**src/rtl/demux_1x2_skid.sv**
```systemverilog
// -----------------------------------------------------------------------------
// demux_1x2_skid
// 1-to-2 in-order routing stage with a small FIFO between input and outputs.
// Each accepted result is stored as {sel, data}. The entry at the head of the
// FIFO is offered to the channel chosen by its sel bit. A head that is stalled
// blocks every entry behind it (head-of-line blocking keeps strict order).
//
// Ports:
//   clk, rst        clock, asynchronous active-high reset
//   flush           synchronous discard of all buffered entries
//   in_valid/ready  upstream handshake; in_ready depends on occupancy only
//   in_data/in_sel  result byte and destination select (0 -> out0, 1 -> out1)
//   outK_valid/ready/data  downstream channels; data is 0 when not valid
//   cnt0/cnt1       per-channel transfer counters (wrap, not cleared by flush)
//   count           current FIFO occupancy
// -----------------------------------------------------------------------------
module demux_1x2_skid #(
    parameter int DATA_W = 8,
    parameter int DEPTH  = 2,
    parameter int CNT_W  = 8
) (
    input  logic                     clk,
    input  logic                     rst,
    input  logic                     flush,
    input  logic                     in_valid,
    output logic                     in_ready,
    input  logic [DATA_W-1:0]        in_data,
    input  logic                     in_sel,
    output logic                     out0_valid,
    input  logic                     out0_ready,
    output logic [DATA_W-1:0]        out0_data,
    output logic                     out1_valid,
    input  logic                     out1_ready,
    output logic [DATA_W-1:0]        out1_data,
    output logic [CNT_W-1:0]         cnt0,
    output logic [CNT_W-1:0]         cnt1,
    output logic [$clog2(DEPTH):0]   count
);

    localparam int PTR_W = $clog2(DEPTH);
    localparam int OCC_W = PTR_W + 1;
    localparam logic [OCC_W-1:0] FULL_C = OCC_W'(DEPTH);

    logic [DATA_W-1:0] r_data [DEPTH];
    logic [DEPTH-1:0]  r_sel;
    logic [PTR_W-1:0]  r_wr_ptr;
    logic [PTR_W-1:0]  r_rd_ptr;
    logic [OCC_W-1:0]  r_count;
    logic [CNT_W-1:0]  r_cnt0;
    logic [CNT_W-1:0]  r_cnt1;

    logic              w_empty;
    logic              w_full;
    logic              w_head_sel;
    logic [DATA_W-1:0] w_head_data;
    logic              w_push;
    logic              w_pop0;
    logic              w_pop1;
    logic              w_pop;

    // Handshake and head decode; everything here derives from registered state
    // plus the handshake inputs, so there is no input-to-output data bypass.
    always_comb begin
        w_empty     = (r_count == '0);
        w_full      = (r_count == FULL_C);
        w_head_sel  = r_sel[r_rd_ptr];
        w_head_data = r_data[r_rd_ptr];
        in_ready    = ~w_full;
        out0_valid  = 1'b0;
        out1_valid  = 1'b0;
        out0_data   = '0;
        out1_data   = '0;
        if (!w_empty) begin
            if (w_head_sel) begin
                out1_valid = 1'b1;
                out1_data  = w_head_data;
            end else begin
                out0_valid = 1'b1;
                out0_data  = w_head_data;
            end
        end else begin
            // Empty FIFO: keep stale storage and in_sel/in_data off the outputs.
            out0_valid = 1'b0;
            out1_valid = 1'b0;
        end
        w_push = in_valid & ~w_full;
        w_pop0 = out0_valid & out0_ready;
        w_pop1 = out1_valid & out1_ready;
        w_pop  = w_pop0 | w_pop1;
    end

    // Pointer and occupancy tracking; flush wins over any push/pop that cycle.
    always_ff @(posedge clk or posedge rst) begin
        if (rst) begin
            r_wr_ptr <= '0;
            r_rd_ptr <= '0;
            r_count  <= '0;
        end else if (flush) begin
            r_wr_ptr <= '0;
            r_rd_ptr <= '0;
            r_count  <= '0;
        end else begin
            if (w_push) begin
                r_wr_ptr <= r_wr_ptr + PTR_W'(1);
            end
            if (w_pop) begin
                r_rd_ptr <= r_rd_ptr + PTR_W'(1);
            end
            case ({w_push, w_pop})
                2'b10:   r_count <= r_count + OCC_W'(1);
                2'b01:   r_count <= r_count - OCC_W'(1);
                default: r_count <= r_count;
            endcase
        end
    end

    // Entry storage: {sel, data} written at the write pointer on a push.
    always_ff @(posedge clk or posedge rst) begin
        if (rst) begin
            r_sel <= '0;
            for (int i = 0; i < DEPTH; i++) begin
                r_data[i] <= '0;
            end
        end else if (w_push && !flush) begin
            r_sel[r_wr_ptr]  <= in_sel;
            r_data[r_wr_ptr] <= in_data;
        end
    end

    // Per-channel transfer counters; a pop cancelled by flush is not counted.
    always_ff @(posedge clk or posedge rst) begin
        if (rst) begin
            r_cnt0 <= '0;
            r_cnt1 <= '0;
        end else if (!flush) begin
            if (w_pop0) begin
                r_cnt0 <= r_cnt0 + CNT_W'(1);
            end
            if (w_pop1) begin
                r_cnt1 <= r_cnt1 + CNT_W'(1);
            end
        end
    end

    assign cnt0  = r_cnt0;
    assign cnt1  = r_cnt1;
    assign count = r_count;

endmodule
```
**config.mk**
```make
export PLATFORM = sky130hd
export DESIGN_NAME = demux_1x2_skid
export DESIGN_NICKNAME = d
export VERILOG_FILES = /design/src/rtl/demux_1x2_skid.sv
export SDC_FILE = /design/constraint.sdc
export NUM_CORES = 1
export LEC_CHECK = 0
export CORE_ASPECT_RATIO = 0.5
export CORE_MARGIN = 10
export CORE_UTILIZATION = 30
export CTS_BUF_LIST = sky130_fd_sc_hd__clkbuf_8
export CTS_CLUSTER_SIZE = 30
export DETAILED_ROUTE_END_ITERATION = 6
export REMOVE_ABC_BUFFERS = 1
export SETUP_SLACK_MARGIN = 0.4
export SYNTH_ARGS = -nofsm -noshare
export SYNTH_HDL_FRONTEND = slang
export SYNTH_SLANG_ARGS = --single-unit
```
**constraint.sdc**
```tcl
create_clock -name clk -period 2.45 [get_ports clk]
set_input_delay 0.3675 -clock clk [delete_from_list [all_inputs] [get_ports clk]]
set_output_delay 0.3675 -clock clk [all_outputs]
set_load 0.005 [all_outputs]
```
==> impl_results.md, run 1 <==
- Count of yosys warnings during synthesis: 0
- Data arrival time of the worst path: 1.82 ns
- Floorplan die width: 130 um
- Synthesis-stage register bit count: 38
- Number of placement rows: 19
- Final Instance Area: 0.00253 sq mm
- Final Hold Slack: 0.475 ns
- M1 GR Usage: roughly a tenth
- R2R setup slack: 0.58 ns
- Total Negative Setup Slacks: 0 ns
- Maximum ir drop on the vdd rail: 0.273 mV
- Grt peak-use layer: met2
- Global-route met3 utilization: 2.73%
- Max Fclk: around 0.46 GHz
- Synthesized area divided by synthesized cell count: 12.3 sq um
- Count of hold buffers inserted by post-cts repair: 0
- Worst Hold Class: in -> async
- Tmin final: 2.19 ns
- Area of the core: 0.00566 sq mm
- Rel. slew slack: 53.4%
- Clock tree from TritonCTS: done
- Growth of design area from synthesis to finish: 40.0%
- Residual DRC: 0
- Final Util: between 40% and 50%
- Total Routed Length: 4.23 mm
- Via count of the first global-routing pass: ~1,400
- Total power: 2.65 mW
- Buffer levels on the longest clock path: 2
- Source-to-sink clock delay at the later pin of the worst-skew pair: approximately 0.28 ns
- Fin worst setup slack: 0.265 ns
- Antenna violations before repair: 0
- Total CTS buffers: 5
- Global-route wire length before repair: 6.87 mm
- Total routing usage reported by global routing: 8.89%
- Drt wl/cell: approximately 15 um
- Placed inst area: approximately 0.0024 sq mm
- Worst slack at placement: 0.235 ns
- Worst setup skew after layout: 0.00403 ns
- Port buffer count: 51
- Die outline height: 74.9 um
- Leading cell types in the layout, fill and taps excluded: 42 x sky130_fd_sc_hd__clkdlybuf4s50_1, 36 x sky130_fd_sc_hd__dfrtp_1, 20 x sky130_fd_sc_hd__mux2_2
- Post-placement cell count: 267
- Number of clock sinks: 38
- Start-to-end type of the worst setup path: reg -> out
- Netlist Area Pre-Place: about 0.0018 sq mm
- Fraction of the cycle the final worst path needs: 89.2%
- Post-synthesis sequential area ratio: 52.6%
- Count of final max-slew check failures: 0
- Overflow left after global routing: 0
- Drt via density: 4.71
- Detailed Routing Iterations Pass 1: 4
- I/O pin count: 52
- CP Launch Type: register
- Required time at the worst-slack endpoint: 2.08 ns
- Antenna viol nets, final: 0
- Max capacitance violation total: 0
- Area of combinational cells with multiple inputs: 843 sq um
- Final std cells w/o fill: 279
- Most frequent standard cell in the layout excluding fill and tap cells: sky130_fd_sc_hd__clkdlybuf4s50_1
- Register clock-pin slew on the reported worst setup and hold paths: 0.07 ns
- Number of vias in the routed layout: 1,314
- Pin count of the biggest net entering global routing: 23
- Die area: 0.00973 sq mm
- Initial core utilization: 32.0%
- Maximum fanout along the worst path: 9
- Root Buffer Master: sky130_fd_sc_hd__clkbuf_8
- Nature of the critical path endpoint: output port
- Number of distinct library cells after synthesis: 24
- Post-synthesis instance total: 147
- Power per unit of standard cell area: 1050 mW/mm^2
- Fill cells: between 500 and 600
- Final setup violation count: 0
- Register area: 953 sq um
- Slew of the pin with the lowest slew margin: 0.698 ns
- Violation count after the first detailed-routing iteration: between 70 and 80
- GR Layer Usage met2: between 10% and 20%
- Total Nets Final: 222
- RePlAce Congestion: 0.781
- Pleak: 1.08 nW
- Antenna diodes: 0
- Status: complete, no violations
- Unrepaired setup endpoints after global routing: true
- H-tree depth reported by CTS: 2
- Final hold vios: 0
- HPWL reported at the end of detailed placement: about 3.1 mm
- Layout cells sized above 1: 24.3%
[critical path: stages, from the launching register on]
cell and delay (ns):
sky130_fd_sc_hd__dfrtp_1 0.41, sky130_fd_sc_hd__mux2i_4 0.32, sky130_fd_sc_hd__o21ai_4 0.16, sky130_fd_sc_hd__nor2_1 0.13, sky130_fd_sc_hd__clkdlybuf4s50_1 0.52
[registers in the layout, indices dropped and copies added (netlist names)]
register,count
r_wr_ptr,1
r_data,16
count,2
r_rd_ptr,1
r_sel,2
cnt1,8
cnt0,8
[final timing paths]
| check | start | cells past startpoint | end |
|---|---|---|---|
| setup / recovery | r_rd_ptr$_DFFE_PP0P_ | 4 | out0_data[2] |
| hold / removal | rst | 2 | cnt0[7]$_DFFE_PP0P_ |
| setup reg to reg | r_rd_ptr$_DFFE_PP0P_ | 5 | cnt1[1]$_DFFE_PP0P_ |
| hold reg to reg | cnt1[7]$_DFFE_PP0P_ | 1 | cnt1[7]$_DFFE_PP0P_ |
| max in group asynchronous | rst | 3 | count[1]$_DFFE_PP0P_ |
| min in group clk | cnt1[7]$_DFFE_PP0P_ | 1 | cnt1[7]$_DFFE_PP0P_ |
[where the power goes]
part           total, mW  internal [mW]  switching, mW
Combinational       1.11          0.645          0.467
Clock              0.502          0.284          0.218
Sequential          1.04          0.838          0.200
[what timing repair did]
item                       4_1_cts  5_1_grt
setup endpoints to repair       18       17
buffers inserted                 3        0
cloned                           1        0
pin swaps                        2        0
gates resized for setup         17       15
[logic make-up after synthesis]
kind of cell	count (synthesis)	share of synthesized area [%]
buffers and inverters	9	2.49
multiplexers	31	19.2
AO/OA/AOI/OAI	4	1.24
XOR/XNOR	18	8.71
flip-flops	38	52.6
adder cells (fa/ha/maj)	2	1.38
AND/OR/NAND/NOR	45	14.4
[synth_stat cells]
cell                        n  area share (%)
sky130_fd_sc_hd__dfrtp_1   38              53
sky130_fd_sc_hd__mux2_2    20              12
sky130_fd_sc_hd__nor2_1    20             4.1
sky130_fd_sc_hd__xnor2_1   13             6.3
sky130_fd_sc_hd__mux2i_1   10             5.5
sky130_fd_sc_hd__nand4_1   10             3.5
sky130_fd_sc_hd__xor2_1     5             2.4
sky130_fd_sc_hd__and3_1     4             1.4
sky130_fd_sc_hd__nand2_1    4            0.83
sky130_fd_sc_hd__buf_2      3            0.83
sky130_fd_sc_hd__inv_1      3            0.62
sky130_fd_sc_hd__clkbuf_1   2            0.42
sky130_fd_sc_hd__ha_1       2             1.4
sky130_fd_sc_hd__nand4b_1   2            0.97
sky130_fd_sc_hd__o21ai_0    2            0.55
sky130_fd_sc_hd__and4bb_2   1            0.69
sky130_fd_sc_hd__buf_6      1            0.62
sky130_fd_sc_hd__mux2i_4    1             1.2
sky130_fd_sc_hd__nand2b_1   1            0.35
sky130_fd_sc_hd__nor3_4     1            0.90
sky130_fd_sc_hd__nor4b_4    1             1.3
sky130_fd_sc_hd__o21ai_1    1            0.28
sky130_fd_sc_hd__o31ai_1    1            0.42
sky130_fd_sc_hd__or2_2      1            0.35
[final cells by class]
| type | count | area share (%) |
|---|---|---|
| Multi-Input combinational cell | 101 | 33.3 |
| Clock buffer | 8 | 4.35 |
| Inverter | 3 | 0.444 |
| Tap cell | 73 | 3.60 |
| Timing Repair Buffer | 56 | 20.7 |
| Sequential cell | 38 | 37.6 |
[per-layer routing]
metal  wire length (um)  vias to the layer above  part of all wire, %
met2               2180                       22                   52
met3                164                        6                  3.9
met4                 61                        0                  1.4
li1                   -                      629                    -
met5                  0                        -                    0
met1               1820                      657                   43
No activity file was read; power rests on OpenSTA's default activity.
==> run 2, diff against run 1 <==
CORE_MARGIN = 2   (was 10)
==> run 2 against run 1 <==
  * Via count shrank 0.46%
  * Non-clock buffer count grew 6
  * Count of clock-buffer cells in the layout shrank 3
  * Clock skew grew 0.0026 ns
  * Design area grew 2.3%
  * Critical path type unchanged
  * First-iteration DRC count shrank 49%
  * Highest routed layer unchanged
  * Worst setup slack gained 0.056 ns
  * Clock power is essentially flat
  * Die area shrank 31%
  * Combinational power grew 8%
==> impl_results.md, run 2 (synthesis gave the netlist of run 1 again) <==
- R2R setup slack: 0.45 ns (-0.13 ns)
- H-tree depth reported by CTS: 2 (unchanged)
- Pleak: 1.12 nW (+4.2%)
- Worst slack at placement: 0.242 ns (+0.00755 ns)
- Number of vias in the routed layout: 1,308 (-0.46%)
- Slew of the pin with the lowest slew margin: 0.551 ns (-0.147 ns)
- HPWL reported at the end of detailed placement: 2.69 mm (-14%)
- I/O pin count: 52 (unchanged)
- Residual DRC: 0 (unchanged)
- Fill cells: 536 (-0.92%)
- Final Util: 45.8% (+1.0 points)
- Count of final max-slew check failures: 0 (unchanged)
- Violation count after the first detailed-routing iteration: 40 (-49%)
- Layout cells sized above 1: 25.9% (+1.7 points)
- Final setup violation count: 0 (unchanged)
- Port buffer count: 51 (unchanged)
- Floorplan die width: 114 um (-12%)
- Area of combinational cells with multiple inputs: 851 sq um (+0.89%)
- Drt wl/cell: 13.3 um (-12%)
- Register clock-pin slew on the reported worst setup and hold paths: 0.07 ns (about the same)
- Most frequent standard cell in the layout excluding fill and tap cells: sky130_fd_sc_hd__clkdlybuf4s50_1
- Antenna viol nets, final: 0 (unchanged)
- Number of placement rows: 19 (unchanged)
- Fraction of the cycle the final worst path needs: 86.9% (-2.3 points)
- Final hold vios: 0 (unchanged)
- Status: complete, no violations
- Start-to-end type of the worst setup path: reg -> out
- Die outline height: 58.9 um (-21%)
- Worst Reg2Reg Path Length in Cells: 6 (+1)
- Via count of the first global-routing pass: 1,243 (-12%)
- Register area: 953 sq um (unchanged)
- Max Fclk: 0.470 GHz (+2.7%)
- Unrepaired setup endpoints after global routing: true
- CP Launch Type: register
- Total Nets Final: 228 (+2.7%)
- Maximum fanout along the worst path: 9 (unchanged)
- Total Negative Setup Slacks: 0 ns (unchanged)
- Total routing usage reported by global routing: 12.1% (+3.2 points)
- Count of hold buffers inserted by post-cts repair: 0 (unchanged)
- Internal power contribution: 1.85 mW (+4.8%)
- Power per unit of standard cell area: 1060 mW/mm^2 (+1.0%)
- Worst setup skew after layout: 0.00661 ns (+0.00258 ns)
- Data arrival time of the worst path: 1.76 ns (-0.06 ns)
- Root Buffer Master: sky130_fd_sc_hd__clkbuf_8
- Number of clock sinks: 38 (unchanged)
- Drt via density: 4.59 (-2.6%)
- Sequential share of power: 37.8% (-1.3 points)
- Gate power share: 43.8% (+1.9 points)
- Rel. slew slack: 63.1% (+9.7 points)
- Nature of the critical path endpoint: output port
- Die area: 0.00671 sq mm (-31%)
- Global-route wire length before repair: 6.11 mm (-11%)
- Initial core utilization: 32.0% (unchanged)
- Detailed Routing Iterations Pass 1: 4 (unchanged)
- Relative contribution of the clock network to total power: 18.4% (-0.5 points)
- Required time at the worst-slack endpoint: 2.08 ns (about the same)
- Antenna diodes: 0 (unchanged)
- Reg with most FFs: r_data
- Max capacitance violation total: 0 (unchanged)
- Pin count of the biggest net entering global routing: 39 (+70%)
- Total CTS buffers: 5 (unchanged)
- Fraction of power spent switching nets: 32.4% (-0.95 points)
- Overflow left after global routing: 0 (unchanged)
- Antenna violations before repair: 0 (unchanged)
- Area of the core: 0.00566 sq mm (unchanged)
- RePlAce Congestion: 0.745 (-4.7%)
- Flip-flop count of the largest register, all copies and words added: 16 (unchanged)
- Tmin final: 2.13 ns (-0.0564 ns)
- Fin worst setup slack: 0.321 ns (+0.0564 ns)
- Leading cell types in the layout, fill and taps excluded: 42 x sky130_fd_sc_hd__clkdlybuf4s50_1, 36 x sky130_fd_sc_hd__dfrtp_1, 20 x sky130_fd_sc_hd__mux2_2
- Net load switching power: 0.888 mW (+0.41%)
- Clock tree from TritonCTS: done
- Maximum ir drop on the vdd rail: 0.330 mV (+21%)
- Source-to-sink clock delay at the later pin of the worst-skew pair: 0.28 ns (about the same)
- Buffer levels on the longest clock path: 2 (unchanged)
- Worst Hold Class: in -> async
- Total Routed Length: 3.79 mm (-10%)
- Growth of design area from synthesis to finish: 43.3%
run 2: final cells by class:
class	count	share of cell area, %
Clock buffer	5	2.65
Clock inverter	3	1.45
Inverter	3	0.434
Multi-Input combinational cell	101	32.8
Sequential cell	38	36.8
Tap cell	73	3.52
Timing Repair Buffer	62	22.3
run 2: worst paths after layout:
| path | startpoint | to |
|---|---|---|
| min in group clk | cnt1[7]$_DFFE_PP0P_ | cnt1[7]$_DFFE_PP0P_ |
| max in group asynchronous | rst | count[1]$_DFFE_PP0P_ |
| worst min-delay path | rst | cnt0[4]$_DFFE_PP0P_ |
| worst max-delay path | r_rd_ptr$_DFFE_PP0P_ | out0_data[3] |
| worst min register to register | cnt1[7]$_DFFE_PP0P_ | cnt1[7]$_DFFE_PP0P_ |
| worst max register to register | r_rd_ptr$_DFFE_PP0P_ | cnt1[1]$_DFFE_PP0P_ |
run 2: repair_timing:
| action | in CTS | in global routing |
|---|---|---|
| gates resized for setup | 17 | 19 |
| gates cloned | 1 | 0 |
| setup buffers | 6 | 3 |
| pin swaps | 2 | 3 |
| endpoints found under the setup margin | 18 | 14 |
run 2: per-stage QoR:
stage	hold slack [ns]	instances	power, mW	instance area [sq um]
5_1_grt	0.438	285	2.93	2590
3_3_place_gp	0.463	267	2.08	2400
4_1_cts	0.435	282	2.71	2580
3_5_place_dp	0.473	267	2.10	2400
2_1_floorplan	0.434	141	1.57	1780
6_report	0.422	285	2.74	2590
run 2: power by group through the flow:
stage	Sequential [mW]	Clock [mW]	Combinational (mW)
after floorplan	1.02	0	0.548
after global placement	1.03	0	1.04
after detailed placement	1.03	0	1.07
after CTS	1.04	0.519	1.16
after global routing	1.07	0.550	1.32
final	1.04	0.505	1.20
run 2: layer usage:
metal	track usage (%)	vias up	wire (um)
met5	0	-	0
met4	3.66	0	39
met3	3.40	4	167
met2	20.1	22	1870
met1	15.8	642	1720
li1	-	640	-
run 2: critical path, stage by stage (launching register included):
cell and delay (ns):
sky130_fd_sc_hd__dfrtp_1 0.40, sky130_fd_sc_hd__buf_4 0.24, sky130_fd_sc_hd__mux2i_1 0.31, sky130_fd_sc_hd__nor2_1 0.08, sky130_fd_sc_hd__clkdlybuf4s50_1 0.45
==> run 3, diff against run 2 <==
clock period = 2.3 ns   (was 2.45 ns; I/O delays follow)
==> run 3 against run 2 <==
  * Via count rose by 4.0%
  * Combinational power is 28% higher
  * Utilization grew 2.3 points
  * Total power is 12% higher
  * Clock skew shrank 0.0013 ns
  * Hold slack worse by 0.024 ns
  * Worst setup slack lost 0.0073 ns
  * Largest power group unchanged
==> impl_results.md, run 3 (synthesis gave the netlist of run 1 again) <==
- Status: complete, no violations
- Floorplan die width: 114 um (unchanged)
- Final hold vios: 0 (unchanged)
- Die outline height: 58.9 um (unchanged)
- Rel. slew slack: 65.0% (+1.9 points)
- Final setup violation count: 0 (unchanged)
- Nature of the critical path endpoint: output port
- Leading cell types in the layout, fill and taps excluded: 36 x sky130_fd_sc_hd__dfrtp_1, 33 x sky130_fd_sc_hd__clkdlybuf4s50_1, 20 x sky130_fd_sc_hd__mux2_2
- Count of hold buffers inserted by post-cts repair: 0 (unchanged)
- Port buffer count: 51 (unchanged)
- Required time at the worst-slack endpoint: 1.96 ns (-0.12 ns)
- Slew of the pin with the lowest slew margin: 0.524 ns (-0.0260 ns)
- Worst setup skew after layout: 0.00533 ns (-0.00128 ns)
- Number of placement rows: 19 (unchanged)
- GR Layer Usage met2: 21.6% (+1.5 points)
- Total routing usage reported by global routing: 13.0% (+0.84 points)
- Data arrival time of the worst path: 1.64 ns (-0.12 ns)
- Source-to-sink clock delay at the later pin of the worst-skew pair: 0.28 ns (about the same)
- Layout cells sized above 1: 40.9% (+15 points)
- I/O pin count: 52 (unchanged)
- Root Buffer Master: sky130_fd_sc_hd__clkbuf_8
- Drt via density: 4.56 (-0.56%)
- Total CTS buffers: 5 (unchanged)
- Antenna viol nets, final: 0 (unchanged)
- Power per unit of standard cell area: 1130 mW/mm^2 (+7.1%)
- Pleak: 1.20 nW (+6.6%)
- Residual DRC: 0 (unchanged)
- Total Routed Length: 4.08 mm (+7.5%)
- Final std cells w/o fill: 298 (+4.6%)
- Total Nets Final: 243 (+6.6%)
- Fraction of the cycle the final worst path needs: between 80% and 90%
- Global-route met3 utilization: 3.81% (+0.41 points)
- Growth of design area from synthesis to finish: 50.3%
- H-tree depth reported by CTS: 2 (unchanged)
- Clock tree from TritonCTS: done
- Post-placement cell count: 269 (+0.75%)
- Antenna violations before repair: 0 (unchanged)
- Reg with most FFs: r_data
- Number of vias in the routed layout: 1,360 (+4.0%)
- Tmin final: roughly 2.0 ns
- Unrepaired setup endpoints after global routing: true
- Detailed Routing Iterations Pass 1: 4 (unchanged)
- Flip-flop count of the largest register, all copies and words added: 16 (unchanged)
- Grt peak-use layer: met2
- Total Negative Setup Slacks: 0 ns (unchanged)
- Global-route wire length before repair: 6.62 mm (+8.4%)
- Worst Hold Class: in -> async
- Via count of the first global-routing pass: 1,351 (+8.7%)
- CP Launch Type: register
- Fill cells: 507 (-5.4%)
- Maximum fanout along the worst path: 6 (-3)
- Drt wl/cell: 13.7 um (+2.9%)
- Die area: 0.00671 sq mm (unchanged)
- M1 GR Usage: 16.6% (+0.82 points)
- Most frequent standard cell in the layout excluding fill and tap cells: sky130_fd_sc_hd__dfrtp_1
- RePlAce Congestion: 0.716 (-3.8%)
- Pin count of the biggest net entering global routing: 27 (-31%)
- Start-to-end type of the worst setup path: reg -> out
- Buffer levels on the longest clock path: 2 (unchanged)
- Area of the core: 0.00566 sq mm (unchanged)
- HPWL reported at the end of detailed placement: 2.72 mm (+1.1%)
- Initial core utilization: 32.0% (unchanged)
- Antenna diodes: 0 (unchanged)
- Count of final max-slew check failures: 0 (unchanged)
- Max capacitance violation total: 0 (unchanged)
- Number of clock sinks: 38 (unchanged)
- Maximum ir drop on the vdd rail: 0.342 mV (+3.6%)
- Register clock-pin slew on the reported worst setup and hold paths: 0.07 ns (about the same)
- Max Fclk: 0.504 GHz
- Overflow left after global routing: 0 (unchanged)
- Violation count after the first detailed-routing iteration: 27 (-33%)
==> run 3: changes by cell type in the layout (fill, tap and decap cells not counted), sizes merged <==
cell / previous run / this run
buf: 16 / 42
clkdlybuf4s50: 42 / 33
dlygate4sd2: 4 / 0
clkbuf: 5 / 7
inv: 5 / 3
bufinv: 1 / 0
o21ai: 3 / 4
==> run 3: metrics by stage <==
step,cell area [sq um],power [mW],utilization (%),setup slack (ns),hold WS (ns)
finish,2720,3.08,48.1,0.314,0.398
global route,2720,3.31,48.1,0.205,0.461
CTS,2600,2.92,46.0,0.249,0.413
detailed placement,2420,2.24,42.8,0.179,0.473
global placement,2420,2.21,42.8,0.219,0.463
floorplan,1780,1.68,-,0.498,0.411
==> run 3: layout make-up <==
| class | count | area (sq um) | area share (%) |
|---|---|---|---|
| clock buffers | 6 | 82.6 | 3.04 |
| well taps | 73 | 91.3 | 3.36 |
| multi-input cells | 102 | 903 | 33.2 |
| repair buffers | 76 | 676 | 24.8 |
| flip-flops and latches | 38 | 953 | 35.1 |
| inverters | 3 | 13.8 | 0.506 |
==> run 3: path summary, 6_finish.rpt <==
kind | slack [ns] | from | cells past startpoint | to
setup / recovery | 0.31 | r_rd_ptr$_DFFE_PP0P_ | 6 | out1_data[5]
min in group clk | 0.47 | cnt1[7]$_DFFE_PP0P_ | 1 | cnt1[7]$_DFFE_PP0P_
setup reg to reg | 0.47 | r_rd_ptr$_DFFE_PP0P_ | 6 | cnt1[1]$_DFFE_PP0P_
hold reg to reg | 0.47 | cnt1[7]$_DFFE_PP0P_ | 1 | cnt1[7]$_DFFE_PP0P_
hold / removal | 0.40 | rst | 2 | cnt0[6]$_DFFE_PP0P_
max in group asynchronous | 1.37 | rst | 3 | count[1]$_DFFE_PP0P_
==> run 3: power breakdown <==
group          switching [mW]  total (mW)  leakage, nW  internal [mW]
Clock                   0.205       0.436       0.0431          0.231
Combinational           0.631        1.54        0.678          0.906
Sequential              0.214        1.11        0.478          0.893
Total                    1.05        3.08         1.20           2.03
==> run 3: repair_timing <==
action                                  CTS  global route
gates resized for setup                  84            24
endpoints found under the setup margin   18            29
buffers inserted                         15             6
pin swaps                                10             6
gates cloned                              2             0
==> run 3: layer usage <==
| metal | vias to the layer above | share of wire [%] |
|---|---|---|
| li1 | 666 | - |
| met1 | 668 | 45 |
| met2 | 24 | 50 |
| met3 | 2 | 5.1 |
| met4 | 0 | 0.34 |
| met5 | - | 0 |
==> run 3: critical path, stage by stage (launching register included) <==
cell and delay, ns:
sky130_fd_sc_hd__dfrtp_1 0.42, sky130_fd_sc_hd__mux2i_4 0.25, sky130_fd_sc_hd__or2_4 0.29, sky130_fd_sc_hd__buf_4 0.14
sky130_fd_sc_hd__buf_6 0.10, sky130_fd_sc_hd__nor2_2 0.05, sky130_fd_sc_hd__buf_2 0.11
